**src/rtl/sw_pkg.sv**
```systemverilog
// Shared constants and FSM state type for the four-switch debounce front end.
package sw_pkg;

    localparam int NUM_SW              = 4;
    localparam int DEBOUNCE_CYCLES_DEF = 16;
    localparam int SYNC_STAGES_DEF     = 2;

    typedef enum logic {
        DB_MATCH   = 1'b0,
        DB_PENDING = 1'b1
    } db_state_t;

endpackage

```
**src/rtl/sw_debounce_bit.sv**
```systemverilog
// One switch channel: synchronizer chain, mismatch counter and MATCH/PENDING FSM.
// Exports the debounced level, a flip strobe (asserted in the cycle before level changes) and a pending flag.
module sw_debounce_bit
    import sw_pkg::*;
#(
    parameter int DEBOUNCE_CYCLES = DEBOUNCE_CYCLES_DEF,
    parameter int SYNC_STAGES     = SYNC_STAGES_DEF,
    parameter int CNT_W           = $clog2(DEBOUNCE_CYCLES)
) (
    input  logic clk,
    input  logic rst,
    input  logic raw_in,
    input  logic sample_en,
    output logic level,
    output logic flip,
    output logic pending
);

    localparam logic [CNT_W-1:0] CNT_LAST = CNT_W'(DEBOUNCE_CYCLES - 1);

    logic [SYNC_STAGES-1:0] sync_q, sync_d;
    logic [CNT_W-1:0]       cnt_q, cnt_d;
    logic                   level_q, level_d;
    db_state_t              state_q, state_d;
    logic                   mismatch;

    always_ff @(posedge clk) begin
        if (rst) begin
            sync_q  <= '0;
            cnt_q   <= '0;
            level_q <= 1'b0;
            state_q <= DB_MATCH;
        end else begin
            sync_q  <= sync_d;
            cnt_q   <= cnt_d;
            level_q <= level_d;
            state_q <= state_d;
        end
    end

    always_comb begin
        sync_d   = {sync_q[SYNC_STAGES-2:0], raw_in};
        mismatch = sync_q[SYNC_STAGES-1] ^ level_q;
        cnt_d    = cnt_q;
        level_d  = level_q;
        state_d  = state_q;
        flip     = 1'b0;

        // Only strobed samples advance or clear the count; bounces between strobes are ignored.
        if (sample_en) begin
            case (state_q)
                DB_MATCH: begin
                    if (mismatch) begin
                        cnt_d   = CNT_W'(1);
                        state_d = DB_PENDING;
                    end
                end
                DB_PENDING: begin
                    if (!mismatch) begin
                        cnt_d   = '0;
                        state_d = DB_MATCH;
                    end else if (cnt_q == CNT_LAST) begin
                        flip    = 1'b1;
                        level_d = ~level_q;
                        cnt_d   = '0;
                        state_d = DB_MATCH;
                    end else begin
                        cnt_d = cnt_q + CNT_W'(1);
                    end
                end
                default: begin
                    cnt_d   = '0;
                    state_d = DB_MATCH;
                end
            endcase
        end
    end

    assign level   = level_q;
    assign pending = (cnt_q != '0);

endmodule

```
**src/rtl/sw4_debounce.sv**
```systemverilog
// Four-switch synchronize/debounce stage producing X1..X4, a change pulse and a stable flag.
// Define SW4_EDGE_EN to add per-bit rise_pulse/fall_pulse outputs.
module sw4_debounce
    import sw_pkg::*;
#(
    parameter int DEBOUNCE_CYCLES = DEBOUNCE_CYCLES_DEF,
    parameter int SYNC_STAGES     = SYNC_STAGES_DEF
) (
    input  logic              clk,
    input  logic              rst,
    input  logic [NUM_SW-1:0] sw_raw,
    input  logic              sample_en,
    output logic              X1,
    output logic              X2,
    output logic              X3,
    output logic              X4,
    output logic              changed,
`ifdef SW4_EDGE_EN
    output logic [NUM_SW-1:0] rise_pulse,
    output logic [NUM_SW-1:0] fall_pulse,
`endif
    output logic              stable
);

    localparam int CNT_W = $clog2(DEBOUNCE_CYCLES);

    logic [NUM_SW-1:0] level, flip, pending;
    logic              changed_q, changed_d;

    for (genvar i = 0; i < NUM_SW; i++) begin : g_bit
        sw_debounce_bit #(
            .DEBOUNCE_CYCLES (DEBOUNCE_CYCLES),
            .SYNC_STAGES     (SYNC_STAGES),
            .CNT_W           (CNT_W)
        ) u_bit (
            .clk       (clk),
            .rst       (rst),
            .raw_in    (sw_raw[i]),
            .sample_en (sample_en),
            .level     (level[i]),
            .flip      (flip[i]),
            .pending   (pending[i])
        );
    end

    // Registering the flip strobes lines the pulses up with the new X value.
    always_comb begin
        changed_d = |flip;
    end

`ifdef SW4_EDGE_EN
    logic [NUM_SW-1:0] rise_q, rise_d;
    logic [NUM_SW-1:0] fall_q, fall_d;

    always_comb begin
        rise_d = flip & ~level;
        fall_d = flip & level;
    end

    always_ff @(posedge clk) begin
        if (rst) begin
            changed_q <= 1'b0;
            rise_q    <= '0;
            fall_q    <= '0;
        end else begin
            changed_q <= changed_d;
            rise_q    <= rise_d;
            fall_q    <= fall_d;
        end
    end

    assign rise_pulse = rise_q;
    assign fall_pulse = fall_q;
`else
    always_ff @(posedge clk) begin
        if (rst) begin
            changed_q <= 1'b0;
        end else begin
            changed_q <= changed_d;
        end
    end
`endif

    assign X1      = level[0];
    assign X2      = level[1];
    assign X3      = level[2];
    assign X4      = level[3];
    assign changed = changed_q;
    assign stable  = ~|pending;

endmodule
```
**config.mk**
```make
export PLATFORM = sky130hd
export DESIGN_NAME = sw4_debounce
export DESIGN_NICKNAME = d
export VERILOG_FILES = /design/src/rtl/sw_pkg.sv /design/src/rtl/sw_debounce_bit.sv /design/src/rtl/sw4_debounce.sv
export SDC_FILE = /design/constraint.sdc
export NUM_CORES = 1
export LEC_CHECK = 0
export CAP_MARGIN = 10
export CORE_ASPECT_RATIO = 1.75
export CORE_UTILIZATION = 51
export CTS_CLUSTER_DIAMETER = 150
export DETAILED_ROUTE_END_ITERATION = 16
export GPL_TIMING_DRIVEN = 0
export PLACE_DENSITY = 0.82
export RECOVER_POWER = 100
export SETUP_SLACK_MARGIN = 0.4
export SLEW_MARGIN = 10
export SYNTH_ARGS = -nofsm -noshare
export SYNTH_HDL_FRONTEND = slang
export SYNTH_SLANG_ARGS = --single-unit
```
**constraint.sdc**
```tcl
create_clock -name clk -period 1.3 [get_ports clk]
set_clock_uncertainty 0.05 [all_clocks]
set_input_delay 0.195 -clock clk [delete_from_list [all_inputs] [get_ports clk]]
set_output_delay 0.195 -clock clk [all_outputs]
set_load 0.02 [all_outputs]
```
* Word-level counts from Yosys, hierarchy flattened
Cells that the tools add are included.
** Operators by class
- Bitwise operators :: 12
- $add $sub $neg :: 4
- Muxes and demuxes :: 48
- Equality and inequality tests :: 8
- Reductions and logical operators :: 15
** Operators by type and width (count)
- $mux W4 :: 12
- $pmux W4 S2 :: 4
- $mux W1 :: 28
- $add A4 B1 Y4 const B :: 4
- $eq A4 B4 Y1 const B :: 4
- $reduce_and A4 Y1 :: 4
- $reduce_bool A4 Y1 :: 4
- $ne A2 B1 Y1 const B :: 4
- $not A1 Y1 :: 8
- $pmux W1 S2 :: 4
- $reduce_and A2 Y1 :: 4
- $reduce_or A4 Y1 :: 2
- $xor A1 B1 Y1 :: 4
- $logic_not A1 Y1 :: 1
** Storage, ports and cells
- Word-level logic and storage cells :: 104
- Input bits :: 7
- Register bits :: 33
- Output and inout port bits :: 6

* Depth between registers and ports, before layout
- Word-level depth :: 6
- Depth in mapped cells :: 5
- Mapped depth without buffers :: 5

* Hierarchy
From an unflattened synthesis, not the netlist that was laid out.
** Unflattened totals
- Cells, all modules :: 188
- Area total of the unflattened synthesis :: 1622.8 um^2
** By module, submodules not included
- sw_debounce_bit :: sequential area each 160.2 um^2, instances 4, cells an instance 46, area each 396.6 um^2
- sw4_debounce :: sequential area each 20.0 um^2, instances 1, cells an instance 4, area each 36.3 um^2

* Least setup slack after synthesis
OpenSTA, ideal clock, no wires.
- Path kind :: register to output
- Start :: register g_bit[1].u_bit.cnt_q[0]
- End :: output stable
- Path slack :: -0.369 ns
- Stages on the path, launching flop included :: 5
- Required time :: 1.055 ns
- Arrival :: 1.424 ns
- Buffers on the path :: 0
- Cells stage by stage :: dfxtp_1 inv_2 ha_1 or4b_1 nor3_1
** Between the ends
- Word-level cells in the longest chain between the ends :: 3
** Ends and longest elaborated chain
- start: declaration :: RTL line sw_debounce_bit.sv:22 : logic [CNT_W-1:0] cnt_q, cnt_d;
- start signal: assignment :: RTL line sw_debounce_bit.sv:35 : cnt_q <= cnt_d;
- $reduce_bool A4 Y1 :: RTL line sw_debounce_bit.sv:80 : assign pending = (cnt_q != '0);
- $reduce_or A4 Y1 :: RTL line sw4_debounce.sv:89 : assign stable = ~|pending;
- $logic_not A1 Y1 :: RTL line sw4_debounce.sv:89
- end: declaration :: RTL line sw4_debounce.sv:22 : output logic stable
No other way between the ends.

* Worst setup path in the final report
Same ends and word-level chain as after synthesis.

==> impl_metrics.ini <==
[floorplan]
die_y_um = 75.78
die_w_um = 44.16
initial_core_util_pct = 54.19
core_sq_mm = 0.002928
rows = 26
pin_count = 13
die-area_sq_mm = 0.003346

[route]
dr.pass1.iters = 4
drcViolationCount = 0
wl_per_cell_um = 18.53
routed_wl_um = 4559
vias_per_cell = 6.248
ant_nets = 0
drt_iter0_markers = 47
dr_total_vias = 1537

[final_layout]
areaGrowthSynthToFinish_pct = 55.52
antenna_cells = 0
fin_util_pct = 84.27
fin_area_sq_mm = 0.002467
fin_cells = 246
drive_gt1_share_pct = 49.54
nets = 232

[yosys]
synth_top_family_by_area = simple AND/OR/NAND/NOR gates
synthAdderAreaFrac_pct = 6.309
synth_seq_cells = 33
yosysTopAreaCell = dfxtp_1
yosys.area_share.simple_pct = 22.32
synthesis.nets = 193
synth_area_leaders = dfxtp_1 42%, ha_1 6.3%, nor2_1 4.7%, a21oi_1 4.1%, nor2b_1 3.9%
synth_edf_count = 0
synth-async-reset-ratio_pct = 0
synth_cell_type_count = 38
synth_common_cells = 33 x dfxtp_1, 20 x nor2_1, 13 x a21oi_1, 12 x inv_1, 10 x nor2b_1
synth_compound_area_share_pct = 17.90
yosys.cell_count.top_type = dfxtp_1
syn_area_sq_mm = 0.001587
synthFlopType = dfxtp_1
synth.avg_cell_area_sq_um = 8.913
synth_seq_area_share_pct = 41.64
synth_xor_area_share_pct = 5.442
synthCells = 178
yosysWarnings = 0
synth_top_area_share_pct = 41.64
synth_mux_area_share_pct = 1.893

[power_and_ir_drop]
ir_drop_mv = 1.230
p_per_area_mw_per_mm2 = 903.3
leakage_nw = 0.8865

[place]
dp.cells = 218
routabilityCongestion = 0.8846
placed_area_sq_mm = 0.001956
port_buffers = 12
dp.final_hpwl_um = 2606
post-place-ws_ns = -0.7673

[critical_path]
end_kind = output pin
timing.critical_path.cells = inv_2, ha_4, or4b_4, nor3_4, buf_6
r2r_end = g_bit[1].u_bit.cnt_q[3]
path_class = reg2out
rr_startpoint = g_bit[1].u_bit.cnt_q[0]
crit_buf_inv = 2
crit_family = simple AND/OR/NAND/NOR gates
cp.required_ns = 1.05
r2r_cells = 5
path_max_fanout = 2
max_stage_delay_ns = 0.47
start_kind = register
arrival_ns = 1.57
critical-path-slowest-cell = or4b_4
r2r_slack_ns = -0.22

[global_route]
grt_first_pass_wirelength_um = 6672
gr-total-overflow = 0
antenna_found_initial = 0
grt_max_degree = 12
grt_pass1_vias = 1499
grt_usage_pct = 27.56

[clock_network]
cts_tree = built
h-tree-depth = 2
clock_path_buffers = 2
cts_buffers = 5
clk_pin_slew_worst_paths_ns = 0.07
cts_sinks = 33
insertion_delay_ns = 0.29
cts-root-buf = clkbuf_8
hold_buffers = 0

[worst_hold_path]
min_from = rst
min_path_cells = 2
hold_end = g_bit[3].u_bit.sync_q[1]
hold_class = in2reg

[status]
status = finished, violations left
violations = setup timing

[sta]
rsz0062_at_grt = yes
final_max_slew_viol_count = 0
period_needed_ns = 1.814
max_freq_mhz = 551.2
timing.final.ws_setup_ns = -0.5141
worstMarginPinSlew_ns = 0.7154
fin_tns_setup_ns = -1.103
fin_crit_sh_pct = 139.5
hold_violations = 0
maxSlewHeadroom_pct = 52.31
setup_viol = 8

[run]
maxCapViolCount = 0
-- power by group --
part | switching [mW] | internal, mW | leakage (nW)
Combinational | 0.0998 | 0.0891 | 0.548
Sequential | 0.0214 | 1.01 | 0.281
Clock | 0.386 | 0.623 | 0.0574
-- cells in the final DEF (no fill, tap or decap), drive strengths merged, types with 2 or more instances in the layout --
| cell type | instances |
|---|---|
| nor2 | 20 |
| nor3 | 5 |
| clkdlybuf4s50 | 3 |
| o21ai | 10 |
| a21oi | 14 |
| a41oi | 2 |
| clkbuf | 10 |
| a211oi | 2 |
| nor2b | 10 |
| a31oi | 2 |
| a22oi | 4 |
| dfxtp | 33 |
| xor2 | 4 |
| and3 | 4 |
| xnor2 | 5 |
| buf | 27 |
| nand3b | 4 |
| dlygate4sd2 | 2 |
| a32oi | 5 |
| inv | 13 |
| mux2i | 3 |
| nand4 | 3 |
| nand2 | 7 |
| nand3 | 7 |
| or4 | 2 |
| ha | 8 |
-- metrics by stage --
step	total power, mW	hold WS [ns]
floorplan	1.145	0.2092
global placement	1.196	0.3746
detailed placement	1.202	0.3778
CTS	2.223	0.2578
global route	2.311	0.2538
finish	2.229	0.2431
-- state kept, by name (all words and copies together), names as in the netlist --
name,cells
g_bit.u_bit.level,4
g_bit.u_bit.state_q,4
g_bit.u_bit.sync_q,8
changed,1
g_bit.u_bit.cnt_q,16
-- cell type report --
type / count / area (sq um)
buffer: 5 / 35.03
clock buffer: 6 / 82.58
clock inverter: 2 / 37.54
inverter: 13 / 48.80
fill: 154 / 460.4
sequential: 33 / 718.2
timing repair buffer: 32 / 320.3
tap: 28 / 35.03
multi-input combinational: 127 / 1190
-- worst max-delay path by stage --
stage,end,cells past startpoint,start,slack [ns]
6_report,stable,5,g_bit[1].u_bit.cnt_q[0],-0.51
5_1_grt,stable,5,g_bit[1].u_bit.cnt_q[0],-0.56
4_1_cts,stable,5,g_bit[1].u_bit.cnt_q[1],-0.50
3_5_place_dp,stable,5,g_bit[1].u_bit.cnt_q[1],-0.77
3_3_place_gp,stable,5,g_bit[1].u_bit.cnt_q[0],-0.73
2_1_floorplan,stable,4,g_bit[1].u_bit.cnt_q[0],-0.18
-- kinds of logic after synthesis --
| family | Yosys count |
|---|---|
| AND/OR/NAND/NOR | 65 |
| multiplexers | 3 |
| flip-flops | 33 |
| XOR/XNOR | 9 |
| AO/OA/AOI/OAI | 42 |
| adder cells (fa/ha/maj) | 8 |
| buffers and inverters | 18 |
-- metal layers --
metal  vias to the layer above  track usage [%]  wire length [um]  part of all wire (%)
met3                        22            7.583               241                   5.3
met1                       731            28.66              1675                    37
met2                        72            48.53              2498                    55
li1                        712                -                 -                     -
met5                         -                0                 0                     0
met4                         0            15.82               143                   3.1
-- repair_timing --
item,in CTS,in global routing
gates cloned,0,0
setup endpoints to repair,36,31
setup buffers,13,7
gates resized for setup,78,27
pin swaps,20,24
No activity file was read; power rests on OpenSTA's default activity.
